--- src/rtl/mc_ctrl_pkg.sv ---
// Shared encodings for the multicycle control unit: opcodes, state code, mux selects, control word.
// Latency: n/a (types/constants only); backpressure: none.
package mc_ctrl_pkg;

   localparam logic [5:0] OP_RTYPE = 6'h00;
   localparam logic [5:0] OP_LW    = 6'h23;
   localparam logic [5:0] OP_SW    = 6'h2B;
   localparam logic [5:0] OP_BEQ   = 6'h04;
   localparam logic [5:0] OP_J     = 6'h02;
   localparam logic [5:0] OP_ADDI  = 6'h08;

   // Thirteen live states occupy 0..12; codes 13..15 are unused and behave like RESET.
   typedef enum logic [3:0] {
      ST_RESET   = 4'd0,
      ST_FETCH   = 4'd1,
      ST_DECODE  = 4'd2,
      ST_MEMADDR = 4'd3,
      ST_MEMRD   = 4'd4,
      ST_MEMWB   = 4'd5,
      ST_MEMWR   = 4'd6,
      ST_EXEC    = 4'd7,
      ST_RWB     = 4'd8,
      ST_ADDIEX  = 4'd9,
      ST_ADDIWB  = 4'd10,
      ST_BRANCH  = 4'd11,
      ST_JUMP    = 4'd12
   } state_t;

   typedef enum logic [1:0] {
      ASB_REGB  = 2'b00,
      ASB_FOUR  = 2'b01,
      ASB_IMM   = 2'b10,
      ASB_IMMSH = 2'b11
   } alusrcb_t;

   typedef enum logic [1:0] {
      ALU_ADD   = 2'b00,
      ALU_SUB   = 2'b01,
      ALU_FUNCT = 2'b10
   } aluop_t;

   // Matches the 3:1 PC mux: 00 selects input A, 01 input B, 10 input C; 11 is never produced.
   typedef enum logic [1:0] {
      PCSRC_ALU    = 2'b00,
      PCSRC_ALUOUT = 2'b01,
      PCSRC_JUMP   = 2'b10
   } pcsrc_t;

   typedef struct packed {
      logic     pcwrite;
      logic     pcwritecond;
      logic     iord;
      logic     memread;
      logic     memwrite;
      logic     irwrite;
      logic     memtoreg;
      logic     regdst;
      logic     regwrite;
      logic     alusrca;
      alusrcb_t alusrcb;
      aluop_t   aluop;
      pcsrc_t   pcsource;
      logic     instr_done;
   } ctrl_t;

   function automatic logic op_supported(input logic [5:0] op);
      return (op == OP_RTYPE) || (op == OP_LW) || (op == OP_SW) ||
             (op == OP_BEQ)   || (op == OP_J)  || (op == OP_ADDI);
   endfunction

endpackage

--- src/rtl/mc_ctrl_decode.sv ---
// Moore output decode: current state to datapath control word, purely combinational.
// Latency: 0 cycles; backpressure: none.
module mc_ctrl_decode
   import mc_ctrl_pkg::*;
(
   input  state_t state,
   output ctrl_t  ctrl
);

   always_comb begin
      ctrl = '0;
      case (state)
         ST_FETCH: begin
            ctrl.memread  = 1'b1;
            ctrl.irwrite  = 1'b1;
            ctrl.pcwrite  = 1'b1;
            ctrl.alusrcb  = ASB_FOUR;
            ctrl.aluop    = ALU_ADD;
            ctrl.pcsource = PCSRC_ALU;
         end
         ST_DECODE: begin
            // Speculative branch target PC + (imm << 2) computed while the opcode is examined.
            ctrl.alusrcb = ASB_IMMSH;
            ctrl.aluop   = ALU_ADD;
         end
         ST_MEMADDR, ST_ADDIEX: begin
            ctrl.alusrca = 1'b1;
            ctrl.alusrcb = ASB_IMM;
            ctrl.aluop   = ALU_ADD;
         end
         ST_MEMRD: begin
            ctrl.memread = 1'b1;
            ctrl.iord    = 1'b1;
         end
         ST_MEMWR: begin
            ctrl.memwrite   = 1'b1;
            ctrl.iord       = 1'b1;
            ctrl.instr_done = 1'b1;
         end
         ST_MEMWB: begin
            ctrl.regwrite   = 1'b1;
            ctrl.memtoreg   = 1'b1;
            ctrl.instr_done = 1'b1;
         end
         ST_EXEC: begin
            ctrl.alusrca = 1'b1;
            ctrl.alusrcb = ASB_REGB;
            ctrl.aluop   = ALU_FUNCT;
         end
         ST_RWB: begin
            ctrl.regwrite   = 1'b1;
            ctrl.regdst     = 1'b1;
            ctrl.instr_done = 1'b1;
         end
         ST_ADDIWB: begin
            ctrl.regwrite   = 1'b1;
            ctrl.instr_done = 1'b1;
         end
         ST_BRANCH: begin
            ctrl.alusrca     = 1'b1;
            ctrl.alusrcb     = ASB_REGB;
            ctrl.aluop       = ALU_SUB;
            ctrl.pcwritecond = 1'b1;
            ctrl.pcsource    = PCSRC_ALUOUT;
            ctrl.instr_done  = 1'b1;
         end
         ST_JUMP: begin
            ctrl.pcwrite    = 1'b1;
            ctrl.pcsource   = PCSRC_JUMP;
            ctrl.instr_done = 1'b1;
         end
         default: ctrl = '0;
      endcase
   end

endmodule

--- src/rtl/mc_control_fsm.sv ---
// Multicycle main control FSM: sequences fetch/decode/execute/memory/write-back, drives datapath selects.
// Latency: outputs are Moore (state only), 3-5 cycles per instruction; backpressure: none.
module mc_control_fsm
   import mc_ctrl_pkg::*;
(
   input  logic       clk,
   input  logic       reset,
   input  logic [5:0] opcode,
   output logic       PCWrite,
   output logic       PCWriteCond,
   output logic       IorD,
   output logic       MemRead,
   output logic       MemWrite,
   output logic       IRWrite,
   output logic       MemtoReg,
   output logic       RegDst,
   output logic       RegWrite,
   output logic       ALUSrcA,
   output logic [1:0] ALUSrcB,
   output logic [1:0] ALUOp,
   output logic [1:0] PCSource,
   output logic       instr_done,
   output logic       illegal_op,
   output logic [3:0] state
);

   state_t state_q, state_d;
   logic   is_lw_q;
   logic   illegal_q;
   ctrl_t  ctrl;

   always_ff @(posedge clk or posedge reset) begin
      if (reset) begin
         state_q   <= ST_RESET;
         is_lw_q   <= 1'b0;
         illegal_q <= 1'b0;
      end else begin
         state_q <= state_d;
         // Opcode is only trusted in DECODE; later lw/sw steering uses this captured bit.
         if (state_q == ST_DECODE) begin
            is_lw_q <= (opcode == OP_LW);
            if (!op_supported(opcode))
               illegal_q <= 1'b1;
         end
      end
   end

   always_comb begin
      state_d = ST_FETCH;
      case (state_q)
         ST_RESET:  state_d = ST_FETCH;
         ST_FETCH:  state_d = ST_DECODE;
         ST_DECODE: begin
            case (opcode)
               OP_LW, OP_SW: state_d = ST_MEMADDR;
               OP_RTYPE:     state_d = ST_EXEC;
               OP_ADDI:      state_d = ST_ADDIEX;
               OP_BEQ:       state_d = ST_BRANCH;
               OP_J:         state_d = ST_JUMP;
               default:      state_d = ST_FETCH;
            endcase
         end
         ST_MEMADDR: state_d = is_lw_q ? ST_MEMRD : ST_MEMWR;
         ST_MEMRD:   state_d = ST_MEMWB;
         ST_EXEC:    state_d = ST_RWB;
         ST_ADDIEX:  state_d = ST_ADDIWB;
         default:    state_d = ST_FETCH;
      endcase
   end

   mc_ctrl_decode u_decode (
      .state (state_q),
      .ctrl  (ctrl)
   );

   assign PCWrite     = ctrl.pcwrite;
   assign PCWriteCond = ctrl.pcwritecond;
   assign IorD        = ctrl.iord;
   assign MemRead     = ctrl.memread;
   assign MemWrite    = ctrl.memwrite;
   assign IRWrite     = ctrl.irwrite;
   assign MemtoReg    = ctrl.memtoreg;
   assign RegDst      = ctrl.regdst;
   assign RegWrite    = ctrl.regwrite;
   assign ALUSrcA     = ctrl.alusrca;
   assign ALUSrcB     = ctrl.alusrcb;
   assign ALUOp       = ctrl.aluop;
   assign PCSource    = ctrl.pcsource;
   assign instr_done  = ctrl.instr_done;
   assign illegal_op  = illegal_q;
   assign state       = state_q;

endmodule

--- config.mk ---
export PLATFORM = sky130hd
export DESIGN_NAME = mc_control_fsm
export DESIGN_NICKNAME = d
export VERILOG_FILES = /design/src/rtl/mc_ctrl_pkg.sv /design/src/rtl/mc_ctrl_decode.sv /design/src/rtl/mc_control_fsm.sv
export SDC_FILE = /design/constraint.sdc
export NUM_CORES = 1
export LEC_CHECK = 0
export ABC_AREA = 1
export CORE_MARGIN = 2
export CORE_UTILIZATION = 39
export CTS_CLUSTER_DIAMETER = 100
export DETAILED_ROUTE_END_ITERATION = 10
export PLACE_DENSITY = 0.77
export SLEW_MARGIN = 20
export SYNTH_ARGS = -nofsm -noshare
export SYNTH_HDL_FRONTEND = slang
export SYNTH_HIERARCHICAL = 1
export SYNTH_SLANG_ARGS = --single-unit
--- constraint.sdc ---
create_clock -name clk -period 1.5 [get_ports clk]
set_input_delay 0.3 -clock clk [delete_from_list [all_inputs] [get_ports clk]]
set_output_delay 0.3 -clock clk [all_outputs]
set_load 0.02 [all_outputs]
==> flow_summary.toml, run 1 <==
[placed_design]
port_buffers = 29
place_inst = 161
finalWeightedCongestion = 0.8846
dp_slack_ns = -0.2924
dp_hpwl_microns = 1508

[logic_synthesis]
synthCells = 111
synth_top_family_by_area = "simple AND/OR/NAND/NOR gates"
synth-compound-area-share_pct = 6.225
synthMuxAreaShare_pct = 0
yosys_warnings = 6
synthSimpleGateAreaFrac_pct = 51.61
synth-xor-area-share_pct = 0
ys_types = 20
synth_seq_cells = 6
synthAdderAreaFrac_pct = 0
syn_nets = 119
synth.cell_area_sq_um = 623.1
synth_area_per_cell_sq_um = 5.613
yosysSeqAreaShare_pct = 24.10

[setup_path]
r2r_slack_ns = 0.09
cp_max_fo = 6
worstSetupStartpointType = "flop"
path_cells = "inv_1, nand2_2, nor2_2, a21oi_2, nand2_1, buf_6"
critical_path_buf_inv_count = 2
cp_data_arrival_time_ns = 1.31
startpoint = "state[2]$_DFF_PP0_"
cp_data_required_time_ns = 1.20
slowest_delay_ns = 0.46
timing.critical_path.depth = 6
worstReg2RegStart = "state[2]$_DFF_PP0_"
cp_slowest_cell = "dfrtp_2"
crit_path_end_kind = "primary output"
r2r-end = "state[0]$_DFF_PP0_"
crit_family = "flip-flops"
critPathKind = "reg2out"
r2r_cells = 7

[power]
ir_worst_vdd_mv = 0.8286
power.internal_mw = 1.041
seqPwrFrac_pct = 15.4
p_per_area_nw_per_um2 = 1936
clkPwrFrac_pct = 7.9
power.leakage_nw = 0.6602
p_sw_share_pct = 52.63
combPwrFrac_pct = 76.7
p_switching_mw = 1.156

[clock_network]
clkTransAtPathRegs_ns = 0.05
clock_path_buffers = 2
cts-root-buf = "clkbuf_4"
hold_buffers = 0
cts-buffers-inserted = 3
clk_latency_ns = 0.26
cts_sinks = 6
htree_levels = 1
cts_tree = "yes"

[timing]
tightest_slew_ns = 0.3140
hold_violations = 0
fin_ws_ns = -0.1148
fmax_mhz = 619.3
min_period_over_period_pct = 107.7
relSlewSlack_pct = 78.90
period_needed_ns = 1.615
setup_viol = 13
skew_ns = 0.005544
rsz0062_at_grt = "true"
slew_violations = 0

[routing]
vias_per_cell = 4.806
wl_microns = 1984
post-route-drc-count = 0
wl_per_cell_microns = 11.67
antenna_left = 0
firstDrtPassIters = 4
num_vias = 817
drtIter0Drc = 20

[min_path]
hold_path_class = "in2async"

[cells_and_area]
mostFrequentLayoutCells = "24 x nand2_1, 20 x inv_1, 15 x buf_4"
drive_above_1_share_pct = 48.05
nets = 163
n_antenna_cell = 0
syn_to_final_growth_pct = 82.13
fillers = 127
final_common_cell = "nand2_1"
final_cell_count_no_fill = 170

[floorplanning]
start_util_pct = 41.36
die_h_microns = 43.97
die_area_sq_um = 1933
core_area_sq_um = 1506
fp.dieW_microns = 43.97
num_rows = 14
ios = 30

[global_route]
grt_use_total_pct = 23.33
grt_pass1_vias = 866
antenna_found_initial = 0
grt-ovfl-total = 0
grt_pass1_wl_microns = 3381
grt_max_degree = 7

[status]
violations = "negative setup slack"
run_status = "complete, but fails checks"

[run]
cap_violations = 0
## Yosys cell counts
| cell | n | share of area [%] |
|---|---|---|
| nand2_1 | 30 | 18 |
| inv_1 | 23 | 14 |
| nor2_1 | 22 | 13 |
| dfrtp_1 | 6 | 24 |
| inv_2 | 5 | 3.0 |
| nand2_2 | 4 | 4.0 |
| a21oi_1 | 3 | 2.4 |
| nor3_1 | 3 | 2.4 |
| nand3_1 | 2 | 1.6 |
| nand3_2 | 2 | 3.2 |
| nor2_2 | 2 | 2.0 |
| buf_4 | 1 | 1.2 |
| nand3b_1 | 1 | 1.2 |
| nand4_1 | 1 | 1.0 |
| nor2_8 | 1 | 3.2 |
| nor3_2 | 1 | 1.6 |
| o211ai_1 | 1 | 1.2 |
| o21ai_0 | 1 | 0.80 |
| o21ai_1 | 1 | 0.80 |
| o22ai_1 | 1 | 1.0 |
## state kept, by name, summed over array words and instances, names as in the netlist
register,count
is_lw_q,1
illegal_op,1
state,4
## cells by family after synthesis
kind of cell,Yosys count
AOI/OAI and AO/OA,7
buffers and inverters,29
DFF,6
and+or+nand+nor,69
## how the worst max path moves through the flow
stage	end	slack [ns]
6_report	ALUSrcB[1]	-0.11
5_1_grt	instr_done	-0.18
4_1_cts	ALUSrcB[0]	-0.11
3_5_place_dp	ALUSrcA	-0.29
3_3_place_gp	ALUSrcA	-0.27
2_1_floorplan	ALUSrcA	-0.02
## area by class of cell
type,instances,area [sq um],area share [%]
Clock buffer,4,26.28,2.315
Tap cell,16,20.02,1.764
Multi-Input combinational cell,76,464.2,40.90
Sequential cell,6,155.1,13.67
Timing Repair Buffer,40,356.6,31.42
Inverter,28,112.6,9.923
## power groups by stage
stage	sequential, mW	combinational, mW	clock, mW
after floorplan	0.381	0.742	0
after global placement	0.299	1.42	0
after detailed placement	0.305	1.45	0
after CTS	0.322	1.49	0.170
after global routing	0.354	1.82	0.178
final	0.339	1.68	0.174
## per-layer routing
metal	global-route usage [%]	up-vias	wire length (microns)
met5	0	-	0
met2	45.59	39	1085
met1	21.28	357	663
met3	5.417	8	165
met4	13.33	0	70
li1	-	413	-
## what timing repair did
item / in CTS / in global routing
setup endpoints to repair: 22 / 18
pin swaps: 5 / 7
setup buffers: 3 / 2
resized for setup: 96 / 40
## stage by stage
| stage | util, % | setup TNS, ns | hold slack (ns) | cell area (sq um) | power, mW |
|---|---|---|---|---|---|
| floorplan | - | -0.02357 | 0.09082 | 630.6 | 1.123 |
| global placement | 64.95 | -3.060 | 0.4502 | 978.4 | 1.715 |
| detailed placement | 64.95 | -3.358 | 0.4582 | 978.4 | 1.751 |
| CTS | 68.19 | -0.6542 | 0.2620 | 1027 | 1.980 |
| global route | 75.33 | -1.422 | 0.3007 | 1135 | 2.353 |
| finish | 75.33 | -0.6838 | 0.2464 | 1135 | 2.197 |
(Power assumes the default switching activity.)
==> run 2: changes to the inputs <==
ABC_AREA = not set   (was 1)
CORE_UTILIZATION = 38   (was 39)
==> run 2 against run 1 <==
The run still ends with negative setup slack left. Hold slack improved by 0.0063 ns. Wire length is 42% higher. Sequential share of layout area shrank 2.2 points. Clock power rose by 5%. Design area is 19% higher. Sequential power is 5.9% lower. Critical path depth decreased by 3. Count of clock-buffer cells in the layout is the same. Critical endpoint is now PCWrite. Largest power group unchanged.
==> flow_summary.toml, run 2 <==
[clock_network]
htree_levels = 1
cts-buffers-inserted = 3
cts-root-buf = "clkbuf_4"
clock_path_buffers = 2
clk_latency_ns = 0.27
cts_tree = "yes"
clkTransAtPathRegs_ns = 0.06
cts_sinks = 6
hold_buffers = 0

[setup_path]
path_cells = "or3b_4, a21oi_4, buf_6"
cp_max_fo = 5
cp_data_required_time_ns = 1.20
critPathKind = "reg2out"
cp_data_arrival_time_ns = 1.42
worstSetupStartpointType = "flop"
cp_slowest_cell = "dfrtp_2"
crit_path_end_kind = "primary output"
slowest_delay_ns = 0.44

[cells_and_area]
final_area_sq_um = 1351
largest_reg_flops = 4
finish.utilization_pct = 91.84
syn_to_final_growth_pct = 131.3
fillers = 60
n_antenna_cell = 0
drive_above_1_share_pct = 66.17
mostFrequentLayoutCells = "28 x buf_4, 19 x buf_6, 7 x clkdlybuf4s50_1"
nets = 142
final_common_cell = "buf_4"

[floorplanning]
start_util_pct = 39.71
core_area_sq_um = 1471
num_rows = 14
ios = 30
die_area_sq_um = 1867
die_h_microns = 43.21
fp.dieW_microns = 43.21

[timing]
setup_viol = 22
fmax_mhz = 582.5
skew_ns = 0.01709
fin_ws_ns = -0.2169
tightest_slew_ns = 0.2823
rsz0062_at_grt = "true"
period_needed_ns = 1.717
hold_violations = 0
timing.hold.ws_ns = 0.2527
min_period_over_period_pct = 114.5
slew_violations = 0
relSlewSlack_pct = 81.14
tns_ns = -2.612

[placed_design]
finalWeightedCongestion = 0.8167
dpl_cell_area_sq_um = 1079
port_buffers = 29
dp_hpwl_microns = 1303

[status]
run_status = "complete, but fails checks"
violations = "negative setup slack"

[logic_synthesis]
synthMuxAreaShare_pct = 1.713
synth_area_leader_cell = "dfrtp_1"
synthSimpleGateAreaFrac_pct = 35.55
syn_nets = 81
synth_seq_cells = 6
synth-xor-area-share_pct = 4.497
synthCells = 73
synthFlopType = "dfrtp_1"
synthAdderAreaFrac_pct = 0
synth.cell_area_sq_um = 584.3
synth_top_area_share_pct = 25.70
ys_types = 38
synth.area.top_cells = "dfrtp_1 26%, nor3_1 5.1%, nor2_1 5.1%"
synth_common_cells = "8 x nor2_1, 6 x dfrtp_1, 6 x nor3_1"
synth_area_per_cell_sq_um = 8.004
synth_top_family_by_area = "simple AND/OR/NAND/NOR gates"
synth-edff-count = 0
yosysSeqAreaShare_pct = 25.70
synth-compound-area-share_pct = 24.41
yosys.cell_count.top_type = "nor2_1"
synthArstFlopShare_pct = 100.0
yosys_warnings = 6

[routing]
drtIter0Drc = 27
antenna_left = 0
firstDrtPassIters = 4
post-route-drc-count = 0
num_vias = 868
wl_per_cell_microns = 18.95
wl_microns = 2823
vias_per_cell = 5.826

[global_route]
grt_pass1_wl_microns = 3277
grt_pass1_vias = 751
grt_max_degree = 10
grt-ovfl-total = 0
grt_use_total_pct = 23.49
antenna_found_initial = 0

[run]
cap_violations = 0

[power]
p_per_area_nw_per_um2 = 2318
power.leakage_nw = 0.5697
ir_worst_vdd_mv = 1.319
fin_total_pwr_mw = 3.133

[min_path]
hold_path_class = "in2async"
==> run 2: changes by cell type after synthesis, sizes merged, moves of 3 or more <==
cell,before,now
buf,1,5
nand2b,0,3
nor2,25,8
nand3,4,0
nand2,34,3
inv,28,3
==> run 2: area by class of cell <==
cell class	instances	area (sq um)	area share, %
multi-input cells	59	583.1	43.15
repair buffers	61	555.5	41.11
flip-flops and latches	6	155.1	11.48
clock buffers	4	26.28	1.944
well taps	16	20.02	1.481
inverters	3	11.26	0.8333
==> run 2: path summary, 6_finish.rpt <==
path	startpoint	end	slack, ns	depth (start not counted)
worst max-delay path	state[3]$_DFF_PP0_	PCWrite	-0.22	3
worst min-delay path	reset	state[2]$_DFF_PP0_	0.25	2
worst max register to register	state[2]$_DFF_PP0_	state[3]$_DFF_PP0_	-0.20	4
worst min register to register	is_lw_q$_DFFE_PP0P_	is_lw_q$_DFFE_PP0P_	0.50	2
max in group asynchronous	reset	state[1]$_DFF_PP0_	1.01	2
min in group clk	is_lw_q$_DFFE_PP0P_	is_lw_q$_DFFE_PP0P_	0.50	2
==> run 2: cells by family (layout without fill, tap and decap cells) <==
group / Yosys count / in the layout
simple gates: 35 / 35
buf+inv: 8 / 68
mux: 1 / 1
xor+xnor: 3 / 3
flops: 6 / 6
compound gates: 20 / 20
==> run 2: where the power goes <==
group          switching, mW  internal (mW)
clock network         0.0806          0.102
logic                   1.32           1.31
registers             0.0955          0.224
==> run 2: layer usage <==
layer | track usage, % | share of wire (%) | vias to the layer above
li1 | - | - | 387
met4 | 9.697 | 2.8 | 0
met1 | 23.68 | 37 | 428
met5 | 0 | 0 | -
met3 | 5.957 | 4.4 | 10
met2 | 44.48 | 56 | 43
==> run 2: worst max-delay path, delay by kind of cell, from the launching register on <==
kind            cells  cell delay, ns
flops               1            0.44
simple gates        1            0.42
buf+inv             1            0.13
compound gates      1            0.15
==> run 2: repair_timing <==
| action | CTS | global route |
|---|---|---|
| endpoints found under the setup margin | 26 | 22 |
| pin swaps | 2 | 8 |
| buffers inserted | 8 | 5 |
| gates cloned | 0 | 0 |
| resized for setup | 111 | 27 |
==> run 2: per-stage QoR <==
| stage | setup slack [ns] | cells |
|---|---|---|
| 2_1_floorplan | -0.1202 | 73 |
| 3_3_place_gp | -0.3305 | 132 |
| 3_5_place_dp | -0.3338 | 132 |
| 4_1_cts | -0.1761 | 144 |
| 5_1_grt | -0.2435 | 149 |
| 6_report | -0.2169 | 149 |
==> run 3: changes to the inputs <==
ABC_AREA = 1   (was not set)
CORE_UTILIZATION = 39   (was 38)
==> results of run 3 <==
No change in the layout: final DEF, timing and power equal those of run 1.
